===== config.mk =====
export PLATFORM = sky130hd
export DESIGN_NAME = bounce_ctrl
export DESIGN_NICKNAME = d
export VERILOG_FILES = /design/src/rtl/bounce_ctrl.sv
export SDC_FILE = /design/constraint.sdc
export NUM_CORES = 1
export LEC_CHECK = 0
export ABC_AREA = 1
export CORE_MARGIN = 8
export CORE_UTILIZATION = 40
export DETAILED_ROUTE_END_ITERATION = 6
export GPL_TIMING_DRIVEN = 0
export SYNTH_ARGS = -nofsm -noshare
export SYNTH_HDL_FRONTEND = slang
export SYNTH_SLANG_ARGS = --single-unit

===== constraint.sdc =====
create_clock -name clk -period 1.7 [get_ports clk]
set_clock_uncertainty 0.05 [all_clocks]
set_input_delay 0.34 -clock clk [delete_from_list [all_inputs] [get_ports clk]]
set_output_delay 0.34 -clock clk [all_outputs]
set_load 0.01 [all_outputs]

===== src/rtl/bounce_ctrl.sv =====
// bounce_ctrl: per-frame motion and sound sequencer for the screen-saver logo.
//
// Once per frame_tick it paces logo steps from the user speed setting. It
// advances X/Y, reflects the logo off the screen edges and schedules the
// pong/ping/go sound codes and the mute window. After reset the logo is held
// still for START_FRAMES-1 ticks before motion is enabled.
//
// Ports:
//   clk        in  1   system clock
//   clr        in  1   synchronous active-high reset
//   frame_tick in  1   one-cycle pulse per video frame
//   inc_vel    in  1   increase speed (debounced level, rising edge counts)
//   dec_vel    in  1   decrease speed (debounced level, rising edge counts)
//   pause      in  1   freeze motion in RUN (only with BOUNCE_PAUSE_EN)
//   x_logo     out 10  logo left edge
//   y_logo     out 10  logo top edge
//   code_sound out 2   00 stop, 01 pong, 10 ping, 11 go
//   mute       out 1   silence request to the sound generator
//   speed      out 4   current speed setting (step period = 16 - speed frames)
//
// Build option: define BOUNCE_PAUSE_EN to add the pause input.
module bounce_ctrl #(
  parameter int H_RES        = 640,
  parameter int V_RES        = 480,
  parameter int WIDTH_LOGO   = 80,
  parameter int HEIGHT_LOGO  = 96,
  parameter int STEP_X       = 1,
  parameter int STEP_Y       = 2,
  parameter int SPEED_INIT   = 8,
  parameter int START_FRAMES = 60,
  parameter int SOUND_FRAMES = 8
) (
  input  logic       clk,
  input  logic       clr,
  input  logic       frame_tick,
  input  logic       inc_vel,
  input  logic       dec_vel,
`ifdef BOUNCE_PAUSE_EN
  input  logic       pause,
`endif
  output logic [9:0] x_logo,
  output logic [9:0] y_logo,
  output logic [1:0] code_sound,
  output logic       mute,
  output logic [3:0] speed
);

  localparam int X_MAX = H_RES - WIDTH_LOGO;
  localparam int Y_MAX = V_RES - HEIGHT_LOGO;
  localparam logic [10:0] X_LIM  = 11'(X_MAX);
  localparam logic [10:0] Y_LIM  = 11'(Y_MAX);
  localparam logic [10:0] X_STEP = 11'(STEP_X);
  localparam logic [10:0] Y_STEP = 11'(STEP_Y);
  localparam logic [9:0]  X_HOME = 10'(X_MAX / 2);
  localparam logic [9:0]  Y_HOME = 10'(Y_MAX / 2);
  localparam logic [3:0]  SPEED_RST = 4'(SPEED_INIT);

  localparam int SC_W = (START_FRAMES > 2) ? $clog2(START_FRAMES) : 1;
  localparam logic [SC_W-1:0] START_LAST = SC_W'((START_FRAMES > 0) ? START_FRAMES - 1 : 0);
  localparam int ST_W = (SOUND_FRAMES > 1) ? $clog2(SOUND_FRAMES + 1) : 1;
  localparam logic [ST_W-1:0] SND_RELOAD = ST_W'(SOUND_FRAMES);

  localparam logic [1:0] SND_STOP = 2'b00;
  localparam logic [1:0] SND_PONG = 2'b01;
  localparam logic [1:0] SND_PING = 2'b10;
  localparam logic [1:0] SND_GO   = 2'b11;

  typedef enum logic {ST_START = 1'b0, ST_RUN = 1'b1} state_t;

  // Saturating +/-1; simultaneous up and down cancel.
  function automatic logic [3:0] sat_speed(input logic [3:0] s, input logic up, input logic dn);
    if (up && !dn && s != 4'd15) return s + 4'd1;
    if (dn && !up && s != 4'd0)  return s - 4'd1;
    return s;
  endfunction

  // One axis step in 11-bit arithmetic, clamped to [0, lim].
  // Returns {bounce, new_dir_positive, new_pos}.
  function automatic logic [11:0] step_axis(input logic [9:0] pos, input logic dir_pos,
                                            input logic [10:0] step, input logic [10:0] lim);
    logic [10:0] p;
    logic [10:0] s;
    logic [10:0] d;
    p = {1'b0, pos};
    s = p + step;
    d = p - step;
    if (dir_pos) begin
      if (s >= lim) return {1'b1, 1'b0, lim[9:0]};
      return {1'b0, 1'b1, s[9:0]};
    end
    if (p <= step) return {1'b1, 1'b1, 10'd0};
    return {1'b0, 1'b0, d[9:0]};
  endfunction

  state_t          state_q;
  state_t          state_n;
  logic            run_en;
  logic [SC_W-1:0] start_cnt_q;
  logic [SC_W-1:0] start_nxt;
  logic [3:0]      frame_cnt_q;
  logic            dir_x_q;
  logic            dir_y_q;
  logic [ST_W-1:0] snd_tmr_q;
  logic            inc_d_q;
  logic            dec_d_q;
  logic            freeze;
  logic [3:0]      step_thr;
  logic            step_due;
  logic [11:0]     x_res;
  logic [11:0]     y_res;
  logic            bx;
  logic            by;

`ifdef BOUNCE_PAUSE_EN
  assign freeze = pause;
`else
  assign freeze = 1'b0;
`endif

  assign start_nxt = start_cnt_q + SC_W'(1);

  // FSM state register
  always_ff @(posedge clk) begin
    if (clr) state_q <= ST_START;
    else     state_q <= state_n;
  end

  // FSM next state: START leaves on the tick that brings the count to START_LAST
  always_comb begin
    state_n = state_q;
    if (state_q == ST_START && frame_tick && start_nxt >= START_LAST) state_n = ST_RUN;
  end

  // FSM outputs
  always_comb begin
    run_en = 1'b0;
    if (state_q == ST_RUN) run_en = 1'b1;
  end

  // Step pacing: period-1 = 15-speed; ">=" lets a speed increase step at once
  assign step_thr = 4'd15 - speed;
  assign step_due = frame_tick && run_en && !freeze && (frame_cnt_q >= step_thr);

  assign x_res = step_axis(x_logo, dir_x_q, X_STEP, X_LIM);
  assign y_res = step_axis(y_logo, dir_y_q, Y_STEP, Y_LIM);
  assign bx    = x_res[11];
  assign by    = y_res[11];

  // Registered outputs and state, updated on the edge that samples frame_tick
  always_ff @(posedge clk) begin
    if (clr) begin
      x_logo      <= X_HOME;
      y_logo      <= Y_HOME;
      dir_x_q     <= 1'b1;
      dir_y_q     <= 1'b1;
      speed       <= SPEED_RST;
      frame_cnt_q <= '0;
      code_sound  <= SND_GO;
      mute        <= 1'b0;
      snd_tmr_q   <= SND_RELOAD;
      start_cnt_q <= '0;
      inc_d_q     <= 1'b0;
      dec_d_q     <= 1'b0;
    end else begin
      inc_d_q <= inc_vel;
      dec_d_q <= dec_vel;
      speed   <= sat_speed(speed, inc_vel & ~inc_d_q, dec_vel & ~dec_d_q);

      if (state_q == ST_START && frame_tick) start_cnt_q <= start_nxt;

      if (frame_tick && run_en && !freeze) begin
        if (step_due) frame_cnt_q <= '0;
        else          frame_cnt_q <= frame_cnt_q + 4'd1;
      end

      if (step_due) begin
        x_logo  <= x_res[9:0];
        dir_x_q <= x_res[10];
        y_logo  <= y_res[9:0];
        dir_y_q <= y_res[10];
      end

      // A bounce pre-empts whatever sound is playing, including one expiring now
      if (step_due && (bx || by)) begin
        code_sound <= (bx && by) ? SND_GO : (bx ? SND_PONG : SND_PING);
        mute       <= 1'b0;
        snd_tmr_q  <= SND_RELOAD;
      end else if (frame_tick && snd_tmr_q != '0) begin
        snd_tmr_q <= snd_tmr_q - ST_W'(1);
        if (snd_tmr_q == ST_W'(1)) begin
          mute       <= 1'b1;
          code_sound <= SND_STOP;
        end
      end
    end
  end

endmodule


==> run metrics <==
status complete, but fails checks; violated checks setup timing; Highest Clock Rate 578.0 MHz; Mean Syn Cell Area 6.707 sq um; DRT antenna net count 0; Crit Path Class register to register; Static Leakage 2.183 nW; effective utilization at floorplan 40.92%; Slowest Stage Delay on Critical Path 0.38 ns; CP startpoint kind register; final standard cell utilization of the core 59.07%; multiplexer share of the synthesized area 0%; clock slew seen by the registers of the worst setup and hold paths 0.10 ns; buffer depth of the longest clock path 2; filler cell count in the final layout 689; Syn. warnings 0; Total Die Area 10960 sq um; total global routing track utilization 14.78%; switching power summed over all nets 0.6307 mW; CP max FO 7; CTS HTree Levels 2; area share of xor/xnor cells in the synthesized design 6.961%; fraction of power spent switching nets 27.27%; Synth Instances 469; first-iteration detailed-routing DRC count 81; count of max-cap constraint violations 0; post-synthesis net count 491; Post-Place Worst Slack -0.4399 ns; fraction of layout instances using a drive strength above 1 35.61%; number of buffers inserted by port buffering 30; # clock sinks 45; maximum number of pins on one net before global-route repair 17; standard cell area after detailed placement 3585 sq um; count of cell instances traversed by the critical path 11; Crit Reg-Reg Startpoint frame_cnt_q[1]; worst path cell trace ha_4 -> inv_2 -> o21bai_1 -> nand2_1 -> nand3_2 -> nand2_4 -> buf_12 -> nor2_4 -> inv_4 -> a21oi_1 -> a21oi_1; width of the chip 104.7 um; Setup-failing EPs final 9; number of buffer and inverter stages on the critical path 3; slew at the pin with the worst max-slew slack 0.6210 ns; total area of multi-input combinational cells 2365 sq um; first-pass GRT wire length 13.80 mm; clock tree from TritonCTS built; CP endpoint y_logo[6]; fin crit period 1.730 ns; cell family with most CP delay flip-flops; part of the cycle the worst path needs 101.8%; Num CTS Buffers 5; FF+latch area 955.9 sq um; Antenna diodes 0; FF-to-FF End y_logo[6]; CTS Hold Buffers Added 0; die outline height 104.7 um; Synth Register Bits 45; minimum setup slack among reg-to-reg paths -0.03 ns; required time reported for the critical path endpoint 1.85 ns; routed via count 3194; DP Wirelength 5.865 mm; Total Routed Length 8.536 mm; final setup slack of the worst path -0.03010 ns; Core Footprint 7687 sq um; power density normalized to cell area 509.5 nW/um^2; CP dominant cell by count sky130_fd_sc_hd__a21oi_1; nets@finish 563; Comb pwr share 13.6%; cell with the largest stage delay on the worst path sky130_fd_sc_hd__dfxtp_4; maximum vdd drop 0.0003518 V; worst min-delay path class register to register; number of endpoints with negative hold slack in the final report 0; Rel. slew slack 58.60%; proportion of power drawn by the clock network 37.7%; mean routed wirelength per cell 13.25 um; launch point of the worst path frame_cnt_q[1]; gr ovfl total 0; post-route design area 4541 sq um; number of distinct library cell variants in the gate-level netlist after synthesis 37; P_int 1.683 mW; Via density 4.960; register share of total power 48.7%; fraction of the mapped netlist area in compound gates 12.93%; Pwr Total 2.313 mW; row count 32; Final Max Slew Viols 0; routability cong. 0.8999; sequential-to-total area share from yosys stat 28.64%; layout overhead on the synthesized area 44.35%; antenna violations before repair 0; adder and majority cell fraction of the synthesized area 6.762%; summed instance area of the synthesized netlist 3146 sq um; number of primary I/O pins 32; dominant combinational cell family by area after synthesis simple AND/OR/NAND/NOR gates; R2R cell count 11; setup repair after global routing missed its margin yes; DRT Pass-1 Iters 4; clock tree root buffer cell sky130_fd_sc_hd__clkbuf_8; arrival time at the worst endpoint 1.88 ns; simple-gate area share of the yosys netlist 34.49%; Remaining DRCs 0; vias in the first global route 2966; clock latency of the later-clocked register in the worst-skew pair 0.31 ns; endpoint class of the critical path register
-- power by group through the flow --
stage / registers [mW] / clock network [mW] / logic (mW)
final: 1.13 / 0.872 / 0.316
after global routing: 1.13 / 0.938 / 0.359
after CTS: 1.13 / 0.909 / 0.292
after detailed placement: 1.17 / 0 / 0.264
after global placement: 1.17 / 0 / 0.257
after floorplan: 1.16 / 0 / 0.180
-- how the worst min path moves through the flow --
stage,from,to,depth (start not counted)
after floorplan,clr,code_sound[1],2
after global placement,speed[0],speed[0],1
after detailed placement,speed[0],speed[0],1
after CTS,x_logo[9],x_logo[9],2
after global routing,x_logo[9],x_logo[9],2
final,code_sound[0],code_sound[0],2
-- registers in the layout, summed over array words and instances, names as in the netlist --
| register | cells |
|---|---|
| code_sound | 2 |
| dec_d_q | 1 |
| dir_x_q | 1 |
| dir_y_q | 1 |
| frame_cnt_q | 4 |
| inc_d_q | 1 |
| mute | 1 |
| snd_tmr_q | 4 |
| speed | 4 |
| start_cnt_q | 6 |
| state_q | 1 |
| x_logo | 10 |
| y_logo | 9 |
-- worst reg2reg max path: cells and delay by family, from the launching register on --
| family | cells | cell delay, ns |
|---|---|---|
| AND/OR/NAND/NOR | 4 | 0.38 |
| flip-flops | 1 | 0.38 |
| buffers and inverters | 3 | 0.27 |
| AO/OA/AOI/OAI | 3 | 0.29 |
| adder cells (fa/ha/maj) | 1 | 0.27 |
-- metal layers --
layer  vias up  wire (um)  track usage (%)
li1       1652          -                -
met1      1488       3943            18.66
met4         0         70            3.262
met2        48       4145            24.95
met5         -          0                0
met3         6        376            3.440
-- area by class of cell --
cell class | instances | share of cell area, %
plain buffers | 13 | 3.086
clock buffers | 5 | 1.516
clock inverters | 3 | 1.047
inverters | 60 | 5.401
multi-input cells | 351 | 52.08
flip-flops and latches | 45 | 21.05
well taps | 102 | 2.811
repair buffers | 65 | 13.01
-- stage by stage --
step	hold WS (ns)	TNS, ns	cells
after floorplan	0.3843	0	469
after global placement	0.4030	-11.61	601
after detailed placement	0.4103	-12.31	601
after CTS	0.4494	-0.01804	632
after global routing	0.4736	-1.999	644
final	0.4546	-0.1268	644
-- what timing repair did --
item / CTS / global route
pin swaps: 32 / 34
endpoints found under the setup margin: 44 / 39
buffers inserted: 23 / 12
resized for setup: 76 / 107
gates cloned: 0 / 0
-- cells in the mapped netlist (all sizes together) --
| master | number | area, sq um |
|---|---|---|
| o21ai | 29 | 145.1 |
| o21bai | 2 | 26.28 |
| or2 | 2 | 12.51 |
| conb | 1 | 3.750 |
| o31ai | 1 | 7.510 |
| dfxtp | 45 | 900.9 |
| inv | 60 | 225.2 |
| nor2 | 72 | 334.1 |
| nand3 | 47 | 252.8 |
| ha | 17 | 212.7 |
| a21oi | 37 | 200.2 |
| xnor2 | 3 | 26.28 |
| buf | 10 | 81.33 |
| clkbuf | 3 | 11.26 |
| o21a | 1 | 7.510 |
| nor3 | 6 | 35.03 |
| nand2 | 101 | 404.1 |
| nand4 | 5 | 31.28 |
| xor2 | 22 | 192.7 |
| nand3b | 1 | 7.510 |
| nor3b | 1 | 7.510 |
| o211ai | 1 | 7.510 |
| a31oi | 2 | 12.51 |
-- kinds of logic (layout without fill, tap and decap cells) --
group	Yosys count	count (layout)
AND/OR/NAND/NOR	235	235
AO/OA/AOI/OAI	73	73
buffers and inverters	73	146
flip-flops	45	45
XOR/XNOR	25	25
adder cells (fa/ha/maj)	17	17
other	1	1
-- cell usage in the layout, fill, tap and decap left out, types with 9 or more instances in the layout --
| cell type | netlist | final |
|---|---|---|
| sky130_fd_sc_hd__dfxtp_1 | 45 | 19 |
| sky130_fd_sc_hd__nand2_1 | 93 | 80 |
| sky130_fd_sc_hd__inv_1 | 56 | 48 |
| sky130_fd_sc_hd__a21oi_1 | 35 | 20 |
| sky130_fd_sc_hd__ha_1 | 17 | 10 |
| sky130_fd_sc_hd__a21oi_2 | 1 | 15 |
| sky130_fd_sc_hd__clkdlybuf4s50_1 | 0 | 19 |
| sky130_fd_sc_hd__buf_4 | 5 | 32 |
| sky130_fd_sc_hd__dfxtp_4 | 0 | 9 |
| sky130_fd_sc_hd__buf_6 | 3 | 11 |
| sky130_fd_sc_hd__o21ai_0 | 29 | 19 |
| sky130_fd_sc_hd__xor2_1 | 22 | 22 |
| sky130_fd_sc_hd__nor2_4 | 4 | 13 |
| sky130_fd_sc_hd__nor2_1 | 60 | 47 |
| sky130_fd_sc_hd__nand3_1 | 45 | 26 |
| sky130_fd_sc_hd__nand2_2 | 7 | 12 |
| sky130_fd_sc_hd__nor2_2 | 7 | 11 |
| sky130_fd_sc_hd__nand3_2 | 1 | 19 |
| sky130_fd_sc_hd__dfxtp_2 | 0 | 17 |
Power figures use the tool's default switching activity.
